==> config.mk <==
export PLATFORM = sky130hd
export DESIGN_NAME = ascii_operand_parser
export DESIGN_NICKNAME = d
export VERILOG_FILES = /design/src/rtl/ascii_operand_parser_pkg.sv /design/src/rtl/ascii_operand_parser_char_class.sv /design/src/rtl/ascii_operand_parser.sv
export SDC_FILE = /design/constraint.sdc
export NUM_CORES = 1
export LEC_CHECK = 0
export CORE_UTILIZATION = 49
export CTS_CLUSTER_DIAMETER = 50
export DETAILED_ROUTE_END_ITERATION = 8
export PLACE_DENSITY = 0.89
export RECOVER_POWER = 100
export SYNTH_ARGS = -nofsm -noshare
export SYNTH_HDL_FRONTEND = slang
export SYNTH_SLANG_ARGS = --single-unit
==> constraint.sdc <==
create_clock -name clk -period 3.18 [get_ports clk]
set_clock_uncertainty 0.2 [all_clocks]
set_input_delay 0.318 -clock clk [delete_from_list [all_inputs] [get_ports clk]]
set_output_delay 0.318 -clock clk [all_outputs]
set_load 0.02 [all_outputs]
==> src/rtl/ascii_operand_parser_pkg.sv <==
// Shared definitions for the ASCII operand parser: character codes, FSM state
// encodings and the character-class record.
package ascii_operand_parser_pkg;

   localparam logic [7:0] ASCII_ZERO  = 8'h30;
   localparam logic [7:0] ASCII_NINE  = 8'h39;
   localparam logic [7:0] ASCII_PLUS  = 8'h2B;
   localparam logic [7:0] ASCII_EQ    = 8'h3D;
   localparam logic [7:0] ASCII_SPACE = 8'h20;

   localparam logic [1:0] ST_GET_A = 2'd0;
   localparam logic [1:0] ST_GET_B = 2'd1;
   localparam logic [1:0] ST_HOLD  = 2'd2;

   typedef struct packed {
      logic       is_digit;
      logic       is_plus;
      logic       is_eq;
      logic       is_space;
      logic [3:0] bcd;
   } char_class_t;

endpackage

==> src/rtl/ascii_operand_parser_char_class.sv <==
// Combinational decoder classifying one ASCII character for the operand parser.
module ascii_char_class
   import ascii_operand_parser_pkg::*;
(
   input  logic [7:0] in_char_i,
   output logic       is_digit_o,
   output logic       is_plus_o,
   output logic       is_eq_o,
   output logic       is_space_o,
   output logic [3:0] bcd_o
);

   assign is_digit_o = (in_char_i >= ASCII_ZERO) && (in_char_i <= ASCII_NINE);
   assign is_plus_o  = (in_char_i == ASCII_PLUS);
   assign is_eq_o    = (in_char_i == ASCII_EQ);
   assign is_space_o = (in_char_i == ASCII_SPACE);
   // '0'..'9' are 0x30..0x39, so the low nibble already equals char - 0x30
   assign bcd_o      = in_char_i[3:0];

endmodule

==> src/rtl/ascii_operand_parser.sv <==
// ASCII "<digits>+<digits>=" parser packing two BCD operands behind a valid/ready
// handshake. Optional build macro: ASCII_PARSER_SPACE_SKIP_EN (ignore spaces).
module ascii_operand_parser
   import ascii_operand_parser_pkg::*;
#(
   parameter int unsigned DIGITS = 4
)(
   input  logic                  clk,
   input  logic                  rst_n,
   input  logic                  in_valid,
   output logic                  in_ready,
   input  logic [7:0]            in_char,
   output logic                  op_valid,
   input  logic                  op_ready,
   output logic [4*DIGITS-1:0]   op_a,
   output logic [4*DIGITS-1:0]   op_b,
   output logic                  err
);

   localparam int unsigned W     = 4 * DIGITS;
   localparam int unsigned CNT_W = $clog2(DIGITS + 1);
   localparam logic [CNT_W-1:0] CNT_MAX = CNT_W'(DIGITS);
   localparam logic [CNT_W-1:0] CNT_ONE = CNT_W'(1);

   logic [1:0]       state_q, state_d;
   logic [W-1:0]     op_a_q, op_a_d;
   logic [W-1:0]     op_b_q, op_b_d;
   logic [CNT_W-1:0] cnt_a_q, cnt_a_d;
   logic [CNT_W-1:0] cnt_b_q, cnt_b_d;
   logic             err_q, err_d;

   char_class_t cls;
   logic        take;
   logic        bad;

   ascii_char_class u_char_class (
      .in_char_i  (in_char),
      .is_digit_o (cls.is_digit),
      .is_plus_o  (cls.is_plus),
      .is_eq_o    (cls.is_eq),
      .is_space_o (cls.is_space),
      .bcd_o      (cls.bcd)
   );

   assign in_ready = (state_q != ST_HOLD);
   assign op_valid = (state_q == ST_HOLD);
   assign err      = err_q;
   assign op_a     = op_a_q;
   assign op_b     = op_b_q;
   assign take     = in_valid & in_ready;

   always_comb begin
      state_d = state_q;
      op_a_d  = op_a_q;
      op_b_d  = op_b_q;
      cnt_a_d = cnt_a_q;
      cnt_b_d = cnt_b_q;
      err_d   = 1'b0;
      bad     = 1'b0;

      if (state_q == ST_HOLD) begin
         if (op_ready) begin
            op_a_d  = '0;
            op_b_d  = '0;
            cnt_a_d = '0;
            cnt_b_d = '0;
            state_d = ST_GET_A;
         end
      end else if (take) begin
         case (state_q)
            ST_GET_A: begin
               if (cls.is_digit) begin
                  if (cnt_a_q == CNT_MAX) begin
                     bad = 1'b1;
                  end else begin
                     op_a_d  = {op_a_q[W-5:0], cls.bcd};
                     cnt_a_d = cnt_a_q + CNT_ONE;
                  end
               end else if (cls.is_plus && (cnt_a_q != '0)) begin
                  state_d = ST_GET_B;
`ifdef ASCII_PARSER_SPACE_SKIP_EN
               end else if (cls.is_space) begin
                  state_d = ST_GET_A;
`endif
               end else begin
                  bad = 1'b1;
               end
            end
            ST_GET_B: begin
               if (cls.is_digit) begin
                  if (cnt_b_q == CNT_MAX) begin
                     bad = 1'b1;
                  end else begin
                     op_b_d  = {op_b_q[W-5:0], cls.bcd};
                     cnt_b_d = cnt_b_q + CNT_ONE;
                  end
               end else if (cls.is_eq && (cnt_b_q != '0)) begin
                  state_d = ST_HOLD;
`ifdef ASCII_PARSER_SPACE_SKIP_EN
               end else if (cls.is_space) begin
                  state_d = ST_GET_B;
`endif
               end else begin
                  bad = 1'b1;
               end
            end
            default: state_d = ST_GET_A;
         endcase

         if (bad) begin
            op_a_d  = '0;
            op_b_d  = '0;
            cnt_a_d = '0;
            cnt_b_d = '0;
            state_d = ST_GET_A;
            err_d   = 1'b1;
         end
      end
   end

   always_ff @(posedge clk or negedge rst_n) begin
      if (!rst_n) begin
         state_q <= ST_GET_A;
         op_a_q  <= '0;
         op_b_q  <= '0;
         cnt_a_q <= '0;
         cnt_b_q <= '0;
         err_q   <= 1'b0;
      end else begin
         state_q <= state_d;
         op_a_q  <= op_a_d;
         op_b_q  <= op_b_d;
         cnt_a_q <= cnt_a_d;
         cnt_b_q <= cnt_b_d;
         err_q   <= err_d;
      end
   end

endmodule
=== Yosys cells after proc, flatten, opt, wreduce, memory -nomap -nowiden ===
Cells that the tools add are included.
W data, S select, Z words.

* ROM bits: 0
* Input port bits: 12
* Bits in writable memories: 0
* Output and inout bits: 35
* Memories: 0
* Latch bits: 0
* Flip-flop bits (word level): 41

* Multiplexer cells: 47
* Shift-type cells: 0
* Bitwise gates (word level): 1
* Reduce and logical (&&, ||, !) cells: 13
* Divide/modulo/power cells: 0
* Multiply operators: 0
* Order comparisons: 2
* $add $sub $neg: 2
* Equality and inequality tests: 14

{| class="wikitable"
|+ Operator list
! kind !! number
|-
| $mux W16 || 13
|-
| $mux W3 || 13
|-
| $eq A8 B6 Y1 const B || 2
|-
| $mux W2 || 8
|-
| $ne A4 B4 Y1 const B || 4
|-
| $reduce_bool A3 Y1 || 5
|-
| $mux W1 || 11
|-
| $reduce_and A5 Y1 || 2
|-
| $ge A8 B6 Y1 const B || 1
|-
| $le A8 B6 Y1 const B || 1
|-
| $add A3 B1 Y3 const B || 2
|-
| $eq A3 B3 Y1 const B || 2
|-
| $ne A3 B2 Y1 const B || 2
|-
| $reduce_and A6 Y1 || 1
|-
| $pmux W2 S2 || 1
|-
| $logic_and A1 B1 Y1 || 3
|-
| $eq A2 B1 Y1 const B || 1
|-
| $eq A2 B2 Y1 const B || 1
|-
| $logic_not A2 Y1 || 1
|-
| $ne A2 B1 Y1 const B || 1
|-
| $ne A2 B2 Y1 const B || 1
|-
| $pmux W1 S2 || 1
|-
| $reduce_bool A2 Y1 || 1
|-
| $and A1 B1 Y1 || 1
|}

=== Logic depth before layout (Yosys ltp) ===
Gate-level depths: netlist of the first run.

* Depth in word-level cells: 10
* Mapped depth: 8
* Gate-level depth less buffers: 7

=== Hierarchy ===
Synthesis of the first run repeated with hierarchy kept, for this count alone.

* Cell total of the unflattened synthesis: 226
* Area total of the unflattened synthesis: 2,064.5 um^2

{| class="wikitable"
|+ By module, submodules not included
! module !! times used !! area an instance (um^2) !! cells an instance
|-
| ascii_operand_parser || 1 || 1,971.9 || 212
|-
| ascii_char_class || 1 || 92.6 || 14
|}

=== Least setup slack after synthesis of the first run ===
OpenSTA, ideal clock, no wires.

* Path kind: reg-to-reg
* From: reg cnt_a_q[0]
* To: reg op_a_q[10] (netlist: op_a[10])
* Slack: 0.954 ns
* Period minus slack after synthesis: 2.226 ns
* Setup time: 0.066 ns
* Cell stages (with the launch flop): 9
* Arrival time: 1.960 ns
* Path through: dfrtp_1 inv_1 ha_1 nor2b_1 or4_4 a211o_4 a21oi_4 buf_6 a22o_1

* Cells in the longest elaborated chain, start to end: 10

{| class="wikitable"
|+ RTL lines
! element !! RTL line !! source
|-
| start: declaration || ascii_operand_parser.sv:28 || <nowiki>logic [CNT_W-1:0] cnt_a_q, cnt_a_d;</nowiki>
|-
| start signal: assignment || ascii_operand_parser.sv:133 || <nowiki>cnt_a_q <= cnt_a_d;</nowiki>
|-
| $reduce_bool A3 Y1 || ascii_operand_parser.sv:79 || <nowiki>end else if (cls.is_plus && (cnt_a_q != '0)) begin</nowiki>
|-
| $logic_and A1 B1 Y1 || ascii_operand_parser.sv:79 ||
|-
| $mux W1 || ascii_operand_parser.sv:79 ||
|-
| $mux W1 || ascii_operand_parser.sv:72 || <nowiki>if (cls.is_digit) begin</nowiki>
|-
| $pmux W1 S2 || ascii_operand_parser.sv:70 || <nowiki>case (state_q)</nowiki>
|-
| $mux W1 || ascii_operand_parser.sv:69 || <nowiki>end else if (take) begin</nowiki>
|-
| $mux W1 || ascii_operand_parser.sv:61 || <nowiki>if (state_q == ST_HOLD) begin</nowiki>
|-
| $mux W16 || ascii_operand_parser.sv:110 || <nowiki>if (bad) begin</nowiki>
|-
| $mux W16 || ascii_operand_parser.sv:69 ||
|-
| $mux W16 || ascii_operand_parser.sv:61 ||
|-
| end signal: assignment || ascii_operand_parser.sv:131 || <nowiki>op_a_q <= op_a_d;</nowiki>
|-
| end: declaration || ascii_operand_parser.sv:26 || <nowiki>logic [W-1:0] op_a_q, op_a_d;</nowiki>
|}

Several ways; a longest one is shown, not always the timed one. The select of a mux whose other input is x is not followed.
A chain may end at the register's enable or synchronous reset.

=== Final worst setup path of the first run ===
* From: in in_char[2]
* To: reg op_b_q[1] (netlist: op_b[1])

* Cells in the longest elaborated chain, start to end: 10

{| class="wikitable"
|+ RTL lines
! element !! RTL line !! source
|-
| start: declaration || ascii_operand_parser.sv:12 || <nowiki>input logic [7:0] in_char,</nowiki>
|-
| branches (longest 10 deep; another with $ge A8 B6 Y1) || - ||
|-
| end signal: assignment || ascii_operand_parser.sv:132 || <nowiki>op_b_q <= op_b_d;</nowiki>
|-
| end: declaration || ascii_operand_parser.sv:27 || <nowiki>logic [W-1:0] op_b_q, op_b_d;</nowiki>
|}

Several ways; the timed one is not identified. The select of a mux whose other input is x is not followed.

==> run_results.csv, run 1 <==
group,metric,value,unit
global_routing,grt_max_degree,42,
sta,setup_viol,0,
floorplanning,row_count,22,
job,drv_cap,0,
hold_path,hold_depth,1,
routing,drt_iter0_drc,163,
clock_tree,cts_resized,0,
routing,wirelength,4.73,mm
synthesis,synth_cells,191,
sta,worstMarginPinSlew,0.899,ns
synthesis,post-synth-top-count-cell,"dfrtp_1",
clock_tree,clk_path_buf_depth,2,
clock_tree,clkTransAtPathRegs,0.07,ns
sta,fin_crit_sh,0.874,
final_layout,fillers,299,
synthesis,synthesis.nets,207,
synthesis,synth_edf_count,0,
clock_tree,cts_tree,"done",
floorplanning,die_w,66.3,microns
placed_design,gp_congestion,0.942,
sta,hold_violations,0,
worst_setup_path,r2r_cells,7,
routing,drc_errors,0,
sta,relSlewSlack,0.400,
outcome,outcome,"finished, final reports clean",
routing,antenna_left,0,
synthesis,netlist_top_cells_count,"dfrtp_1 (41), nand2_1 (37), a22o_1 (13), inv_1 (9), o21ai_0 (9)",
clock_tree,htree_levels,2,
final_layout,drive_gt1_frac,0.0861,
routing,drt_pre_antenna_iters,4,
pwr,leakagePower,1.25,nW
clock_tree,numCtsBuffers,5,
global_routing,grt_overflow,0,
synthesis,ys.flop_type,"dfrtp_1",
synthesis,synth_cell_types,42,
sta,rsz0062_at_grt,"false",
hold_path,hold_end,"op_a[12]",
routing,via_per_inst,5.83,
synthesis,postSynthAreaPerCell,10.6,sq um
worst_setup_path,r2r_setup_slack,0.44,ns
sta,tns,0,ns
worst_setup_path,startpoint,"in_char[2]",
worst_setup_path,critPathKind,"in2reg",
synthesis,syn_area,2020,sq um
placed_design,io_buffers,46,
synthesis,ys_seq_area_frac,0.507,
worst_setup_path,startpoint_type,"primary input",
hold_path,min_from,"op_a[12]",
worst_setup_path,reg2reg_from,"cnt_a_q[0]",
floorplanning,start_util,0.533,
global_routing,grt_usage,0.242,
synthesis,synth_area_leaders,"dfrtp_1 (51%), nand2_1 (6.9%), a22o_1 (5.6%)",
final_layout,areaGrowthSynthToFinish,30.6,%
final_layout,fin_nets,260,
global_routing,grt_pass1_wl,7.92,mm
final_layout,final_core_util,0.696,
worst_setup_path,cp-end-kind,"flip-flop",
worst_setup_path,r2r_end,"op_b[1]",
final_layout,diodes,0,
hold_path,worstHoldPathType,"reg2reg",
placed_design,dp_hpwl,3.55,mm
synthesis,synth_seq_cells,41,
worst_setup_path,crit_arrival,2.79,ns
sta,fmax,0.360,GHz
floorplanning,fp.coreArea,3800,sq um
synthesis,synth_top_area_frac,0.507,
clock_tree,post_cts_buffers,0,
floorplanning,die_h,66.3,microns
global_routing,antenna_found_initial,0,
floorplanning,pin_count,47,
sta,fin_crit,2.78,ns
synthesis,yosys.area.top_type,"dfrtp_1",
clock_tree,cts_root_buf,"clkbuf_8",
routing,wire_per_inst,16.2,microns
pwr,ir_drop,0.159,mV
synthesis,async_flop_share,1.00,
sta,fin_ws,0.401,ns
synthesis,yosys_warnings,0,
global_routing,grt_pass1_vias,1663,
floorplanning,dieArea,4390,sq um
clock_tree,clkSinkCount,41,
placed_design,pre_cts_ws,0.368,ns
clock_tree,insertion_delay,0.29,ns
pwr,powerDensity,380,nW/um^2
routing,vias,1701,
worst_setup_path,worstPathRequired,3.19,ns
sta,drv_slew,0,
worst_setup_path,crit_fanout,7,
[report_power, final]
group	switching, mW	total [mW]	internal (mW)
logic	0.0476	0.0820	0.0343
clock network	0.166	0.394	0.228
registers	0.00403	0.528	0.524
total	0.218	1.00	0.787
[cell families after synthesis]
logic type,after synthesis,share of synthesized area
xor+xnor,2,0.00866
flops,41,0.507
simple gates,68,0.170
buf+inv,16,0.0340
fa+ha+maj,4,0.0247
mux,11,0.0563
compound gates,49,0.199
[metal layers]
layer,wire (microns),vias to the layer above,GRT usage
met5,0,-,0
met1,2040,833,0.321
met2,2330,64,0.386
li1,-,792,-
met4,117,0,0.106
met3,242,12,0.0414
[stage by stage]
step / hold WS, ns / power (mW) / cell area (sq um) / cells
after global placement: 0.270 / 0.621 / 2550 / 284
after global routing: 0.325 / 1.04 / 2640 / 292
after floorplan: -0.178 / 0.579 / 2020 / 191
after CTS: 0.308 / 1.01 / 2660 / 292
after detailed placement: 0.288 / 0.622 / 2550 / 284
final: 0.301 / 1.00 / 2640 / 292
[cell type report]
| class | count | area (sq um) | share of cell area |
|---|---|---|---|
| Sequential cell | 41 | 1030 | 0.388 |
| Multi-Input combinational cell | 134 | 908 | 0.344 |
| Timing Repair Buffer | 53 | 510 | 0.193 |
| Clock buffer | 5 | 68.8 | 0.0260 |
| Tap cell | 48 | 60.1 | 0.0227 |
| Clock inverter | 2 | 35.0 | 0.0133 |
| Inverter | 9 | 33.8 | 0.0128 |
[state kept, by name (all words and copies together), names as in the netlist]
| signal | cells |
|---|---|
| cnt_b_q | 3 |
| err | 1 |
| state_q | 2 |
| op_b | 16 |
| cnt_a_q | 3 |
| op_a | 16 |
[worst max-delay path by stage]
stage / end / depth (start not counted)
after floorplan: op_a[10] / 8
after CTS: cnt_a_q[0] / 7
after global placement: cnt_a_q[0] / 6
after global routing: op_b[15] / 7
after detailed placement: cnt_a_q[0] / 6
final: op_b[1] / 6
[cells in the final DEF, fill, tap and decap left out, types with 2 or more instances in the layout]
cell type | Yosys | layout
nor2b_1 | 6 | 6
o31ai_1 | 6 | 6
clkbuf_8 | 0 | 5
dlygate4sd3_1 | 0 | 36
o21a_1 | 2 | 2
inv_1 | 9 | 9
nand2_1 | 37 | 37
a21oi_1 | 4 | 5
a22o_1 | 13 | 13
nor3b_1 | 2 | 2
nand3_1 | 2 | 2
nor3_1 | 2 | 2
nand4_1 | 3 | 3
nand2b_1 | 3 | 3
mux2i_1 | 8 | 8
buf_4 | 0 | 6
mux2_2 | 3 | 3
clkdlybuf4s50_1 | 0 | 10
ha_1 | 4 | 4
dfrtp_1 | 41 | 41
and3b_1 | 2 | 2
nor2_1 | 4 | 4
o21ai_0 | 9 | 9
o22ai_1 | 4 | 4
[repair_timing]
action	in CTS	in global routing
endpoints found under the setup margin	0	0
hold buffers	1	0
hold endpoints to repair	41	0
[worst max-delay path, stage by stage]
cell             delay [ns]
clkdlybuf4s50_1        0.51
nand2b_1               0.19
or4_1                  0.63
a211o_4                0.40
a21oi_1                0.49
mux2i_1                0.26
Power figures use the tool's default switching activity.
==> inputs of run 2 (changes only) <==
- CELL_PAD_IN_SITES_DETAIL_PLACEMENT: default -> 0
- CELL_PAD_IN_SITES_GLOBAL_PLACEMENT: default -> 1
- CORE_UTILIZATION: 49 -> 38
==> run 2 against run 1 <==
Against the previous run: combinational power down 2%; maximum frequency up 2.7%; flip-flop and latch count did not move; wire length decreased by 5.8%; global-route usage shrank 6.5 points; final cell count is 7.5% higher; clock power grew 24%; worst hold slack better by 0.0042 ns; core utilization fell by 17 points; critical path type unchanged; critical endpoint is now cnt_b_q[1].
==> run_results.csv, run 2 (synthesis results as in run 1) <==
group,metric,value,unit
placed_design,gp_congestion,0.836,
worst_setup_path,crit_fanout,16,
final_layout,multi_input_area,912,sq um
pwr,p_int,869,uW
final_layout,layout_commonest_cell,"dfrtp_1",
floorplanning,pin_count,47,
clock_tree,htree_levels,2,
sta,hold_violations,0,
global_routing,grt_max_degree,42,
pwr,switching_share,0.207,
sta,relSlewSlack,0.394,
pwr,power_frac_clock,0.445,
routing,drt_iter0_drc,102,
final_layout,fillers,471,
final_layout,areaGrowthSynthToFinish,33.1,%
outcome,outcome,"finished, final reports clean",
floorplanning,row_count,26,
sta,rsz0062_at_grt,"false",
sta,fmax,0.370,GHz
sta,tns,0,ns
pwr,combPwrFrac,0.073,
clock_tree,clkTransAtPathRegs,0.08,ns
global_routing,grt_pass1_wl,7.44,mm
clock_tree,cts_resized,0,
hold_path,min_from,"op_a[13]",
clock_tree,cts_root_buf,"clkbuf_8",
routing,via_per_inst,5.14,
floorplanning,fp.coreArea,5110,sq um
clock_tree,numCtsBuffers,5,
floorplanning,start_util,0.396,
placed_design,io_buffers,46,
worst_setup_path,crit_chain,"dlygate4sd3_1, nand2b_1, or4_1, a211oi_1, o31ai_2, buf_4, o31ai_1",
global_routing,grt_usage,0.177,
sta,drv_slew,0,
worst_setup_path,startpoint_type,"primary input",
worst_setup_path,critPathKind,"in2reg",
worst_setup_path,crit_arrival,2.70,ns
worst_setup_path,startpoint,"in_char[2]",
pwr,pwr-share-seq,0.482,
global_routing,antenna_found_initial,0,
worst_setup_path,slowest_stage,"dlygate4sd3_1",
worst_setup_path,worstPathRequired,3.18,ns
final_layout,fin_nets,259,
routing,wire_per_inst,14.2,microns
hold_path,worstHoldPathType,"reg2reg",
floorplanning,die_h,75.0,microns
worst_setup_path,slowest_delay,0.62,ns
worst_setup_path,path_buf_inv,2,
placed_design,pre_cts_ws,0.363,ns
job,drv_cap,0,
sta,worstMarginPinSlew,0.909,ns
floorplanning,die_w,75.0,microns
clock_tree,insertion_delay,0.29,ns
global_routing,grt_pass1_vias,1484,
worst_setup_path,path_delay_family,"buffers and inverters",
sta,fin_crit,2.71,ns
routing,wirelength,4.46,mm
routing,drt_pre_antenna_iters,4,
routing,vias,1613,
pwr,leakagePower,1.26,nW
clock_tree,clk_path_buf_depth,2,
final_layout,drive_gt1_frac,0.0861,
worst_setup_path,cp-end-kind,"flip-flop",
clock_tree,clkSinkCount,41,
pwr,p_sw,227,uW
final_layout,final_cell_mix,"dfrtp_1 (41), nand2_1 (37), dlygate4sd3_1 (37), a22o_1 (13)",
final_layout,final-seq-area,1030,sq um
floorplanning,dieArea,5620,sq um
placed_design,dp_hpwl,3.22,mm
sta,fin_ws,0.474,ns
final_layout,diodes,0,
clock_tree,post_cts_buffers,0,
pwr,ir_drop,0.180,mV
routing,drc_errors,0,
sta,fin_crit_sh,0.851,
sta,setup_viol,0,
global_routing,grt_overflow,0,
clock_tree,cts_tree,"done",
pwr,powerDensity,407,nW/um^2
routing,antenna_left,0,
worst_setup_path,reg2reg_from,"cnt_a_q[0]",
-- run 2: worst paths after layout --
path / slack [ns] / cells past startpoint / endpoint
min reg2reg: 0.31 / 1 / op_a[13]
min in group asynchronous: 0.48 / 2 / state_q[0]
max in group asynchronous: 1.72 / 2 / op_b[8]
max: 0.47 / 7 / cnt_b_q[1]
max reg2reg: 0.61 / 8 / cnt_b_q[1]
min: 0.31 / 1 / op_a[13]
-- run 2: layout make-up --
| class | instances | share of cell area |
|---|---|---|
| multi-input cells | 134 | 0.339 |
| flip-flops and latches | 41 | 0.381 |
| well taps | 70 | 0.0325 |
| repair buffers | 52 | 0.185 |
| clock buffers | 5 | 0.0256 |
| clock inverters | 3 | 0.0242 |
| inverters | 9 | 0.0125 |
-- run 2: timing repair --
action                                  4_1_cts  5_1_grt
endpoints found under the hold margin        41        0
endpoints found under the setup margin        0        0
hold buffers                                  1        0
-- run 2: routing by layer --
| metal | wire (microns) | up-vias | share of wire | GRT usage |
|---|---|---|---|---|
| met5 | 0 | - | 0 | 0 |
| met4 | 8 | 0 | 0.0018 | 0.0377 |
| met3 | 180 | 2 | 0.040 | 0.0402 |
| met2 | 2060 | 41 | 0.46 | 0.273 |
| met1 | 2210 | 782 | 0.50 | 0.255 |
| li1 | - | 788 | - | - |
-- run 2: per-stage QoR --
step	hold slack (ns)	instances	utilization	cell area [sq um]	total power, mW
2_1_floorplan	-0.178	191	-	2020	0.579
3_3_place_gp	0.285	305	0.503	2570	0.620
3_5_place_dp	0.289	305	0.503	2570	0.621
4_1_cts	0.312	314	0.531	2710	1.11
5_1_grt	0.338	314	0.527	2690	1.14
6_report	0.306	314	0.527	2690	1.10
-- run 2: power groups by stage --
stage / clock network, mW / registers [mW] / logic [mW]
final: 0.488 / 0.528 / 0.0803
after global routing: 0.521 / 0.529 / 0.0885
after CTS: 0.503 / 0.528 / 0.0832
after detailed placement: 0 / 0.539 / 0.0821
after global placement: 0 / 0.538 / 0.0815
after floorplan: 0 / 0.540 / 0.0390
==> inputs of run 3 (changes only) <==
- CORE_UTILIZATION: 38 -> 37
- GPL_ROUTABILITY_DRIVEN: default -> 1
- PLACE_DENSITY: 0.89 -> 0.86
- SYNTH_HIERARCHICAL: default -> 1
==> run 3 against run 2 <==
Against the previous run: via count increased by 4.5%; final area fell by 3.3%; maximum frequency fell by 2.7%; die area up 4.1%; final cell count rose by 6.7%; sequential share of layout area grew 1.3 points; power down 7.2%.
==> run_results.csv, run 3 <==
group,metric,value,unit
final_layout,diodes,0,
sta,hold_violations,0,
clock_tree,htree_levels,2,
clock_tree,cts_resized,0,
global_routing,grt_overflow,0,
routing,antenna_left,0,
job,drv_cap,0,
sta,tns,0,ns
global_routing,grt_usage,0.163,
sta,fin_crit,2.78,ns
worst_setup_path,startpoint_type,"primary input",
global_routing,grt_max_degree,42,
synthesis,synthesis.nets,240,
clock_tree,insertion_delay,0.29,ns
final_layout,final_core_util,0.497,
worst_setup_path,worstPathRequired,3.13,ns
sta,fin_crit_sh,0.875,
clock_tree,cts_tree,"done",
pwr,leakagePower,1.15,nW
global_routing,antenna_found_initial,0,
floorplanning,row_count,26,
routing,vias,1685,
routing,drc_errors,0,
hold_path,worstHoldPathType,"reg2reg",
worst_setup_path,r2r_setup_slack,0.90,ns
floorplanning,start_util,0.392,
worst_setup_path,cp-end-kind,"flip-flop",
floorplanning,die_w,76.5,microns
floorplanning,dieArea,5850,sq um
sta,worstMarginPinSlew,0.996,ns
sta,drv_slew,0,
placed_design,io_buffers,46,
sta,setup_viol,0,
global_routing,grt_pass1_vias,1567,
final_layout,layout_commonest_cell,"nand2_1",
routing,via_per_inst,5.03,
clock_tree,clk_path_buf_depth,2,
pwr,power,1.02,mW
final_layout,drive_gt1_frac,0.0604,
sta,rsz0062_at_grt,"false",
floorplanning,pin_count,47,
final_layout,fin_nets,280,
pwr,powerDensity,391,nW/um^2
worst_setup_path,crit_fanout,36,
placed_design,gp_congestion,0.738,
routing,wire_per_inst,13.4,microns
pwr,pwr-share-seq,0.514,
final_layout,final_cell_mix,"nand2_1 (46), dfrtp_1 (41), nand3_1 (37), dlygate4sd3_1 (36), o21ai_0 (35)",
placed_design,dpl.cell_count,326,
synthesis,postSynthAreaPerCell,9.16,sq um
synthesis,synth_cells,224,
routing,drt_iter0_drc,134,
pwr,p_int,800,uW
sta,holdWs,0.322,ns
floorplanning,fp.coreArea,5240,sq um
pwr,ir_drop,0.198,mV
final_layout,stdcell_count,335,
sta,fmax,0.359,GHz
outcome,outcome,"finished, final reports clean",
synthesis,yosys_warnings,6,
pwr,switching_share,0.213,
clock_tree,cts_root_buf,"clkbuf_8",
clock_tree,numCtsBuffers,5,
pwr,power_frac_clock,0.429,
worst_setup_path,crit_arrival,2.73,ns
floorplanning,die_h,76.5,microns
final_layout,areaGrowthSynthToFinish,26.8,%
clock_tree,clkSinkCount,41,
routing,drt_pre_antenna_iters,4,
synthesis,syn_area,2050,sq um
sta,relSlewSlack,0.336,
placed_design,dp_hpwl,2.92,mm
pwr,combPwrFrac,0.057,
worst_setup_path,critPathKind,"in2reg",
clock_tree,clkTransAtPathRegs,0.08,ns
global_routing,grt_pass1_wl,7.56,mm
routing,wirelength,4.49,mm
pwr,p_sw,217,uW
run 3: cell count changes in the layout (fill, tap and decap cells not counted), moves of 4 or more:
cell,previous run,this run
nand3_1,2,37
o21ai_0,9,35
a22o_1,13,0
nand2_1,37,46
mux2i_1,8,1
o31ai_1,6,0
nor2b_1,6,1
o22ai_1,4,0
run 3: path summary, 6_finish.rpt:
| check | end | startpoint | depth (start not counted) |
|---|---|---|---|
| setup / recovery | op_b[7] | in_char[5] | 9 |
| hold / removal | op_a[13] | op_a[13] | 2 |
| setup reg to reg | op_b[1] | cnt_a_q[0] | 8 |
| hold reg to reg | op_a[13] | op_a[13] | 2 |
| max in group asynchronous | op_a[13] | rst_n | 2 |
| min in group asynchronous | op_b[12] | rst_n | 2 |
run 3: final cells by class:
type,instances,area (sq um)
Sequential cell,41,1030
Inverter,8,30.0
Fill cell,508,2640
Clock buffer,7,86.3
Clock inverter,1,30.0
Multi-Input combinational cell,155,825
Timing Repair Buffer,53,518
Tap cell,70,87.6
run 3: timing repair:
item | CTS | global route
setup buffers | 0 | 0
endpoints found under the hold margin | 41 | 0
hold buffers | 1 | 0
endpoints found under the setup margin | 0 | 0
run 3: metal layers:
metal,vias up,share of wire,GRT usage
met4,0,0.014,0.0577
met3,6,0.052,0.0539
li1,841,-,-
met2,34,0.45,0.253
met1,804,0.48,0.211
met5,-,0,0
run 3: power by group through the flow:
stage / Clock [mW] / Sequential [mW] / Combinational, mW
after CTS: 0.450 / 0.523 / 0.0639
after global placement: 0 / 0.533 / 0.0624
after floorplan: 0 / 0.535 / 0.0286
after detailed placement: 0 / 0.533 / 0.0626
final: 0.436 / 0.523 / 0.0583
after global routing: 0.473 / 0.523 / 0.0657
run 3: critical path: stages:
cell and delay, ns:
clkdlybuf4s50_1 0.44, or3b_1 0.39, nor3_1 0.19, buf_4 0.18, xnor2_1 0.12, nand3_1 0.20, a31oi_4 0.17, clkbuf_2 0.51
o21ai_0 0.20
run 3: stage by stage:
step	instance area, sq um	setup slack [ns]
CTS	2640	0.530
detailed placement	2510	0.217
finish	2600	0.398
global route	2600	0.197
global placement	2510	0.314
floorplan	2050	0.855
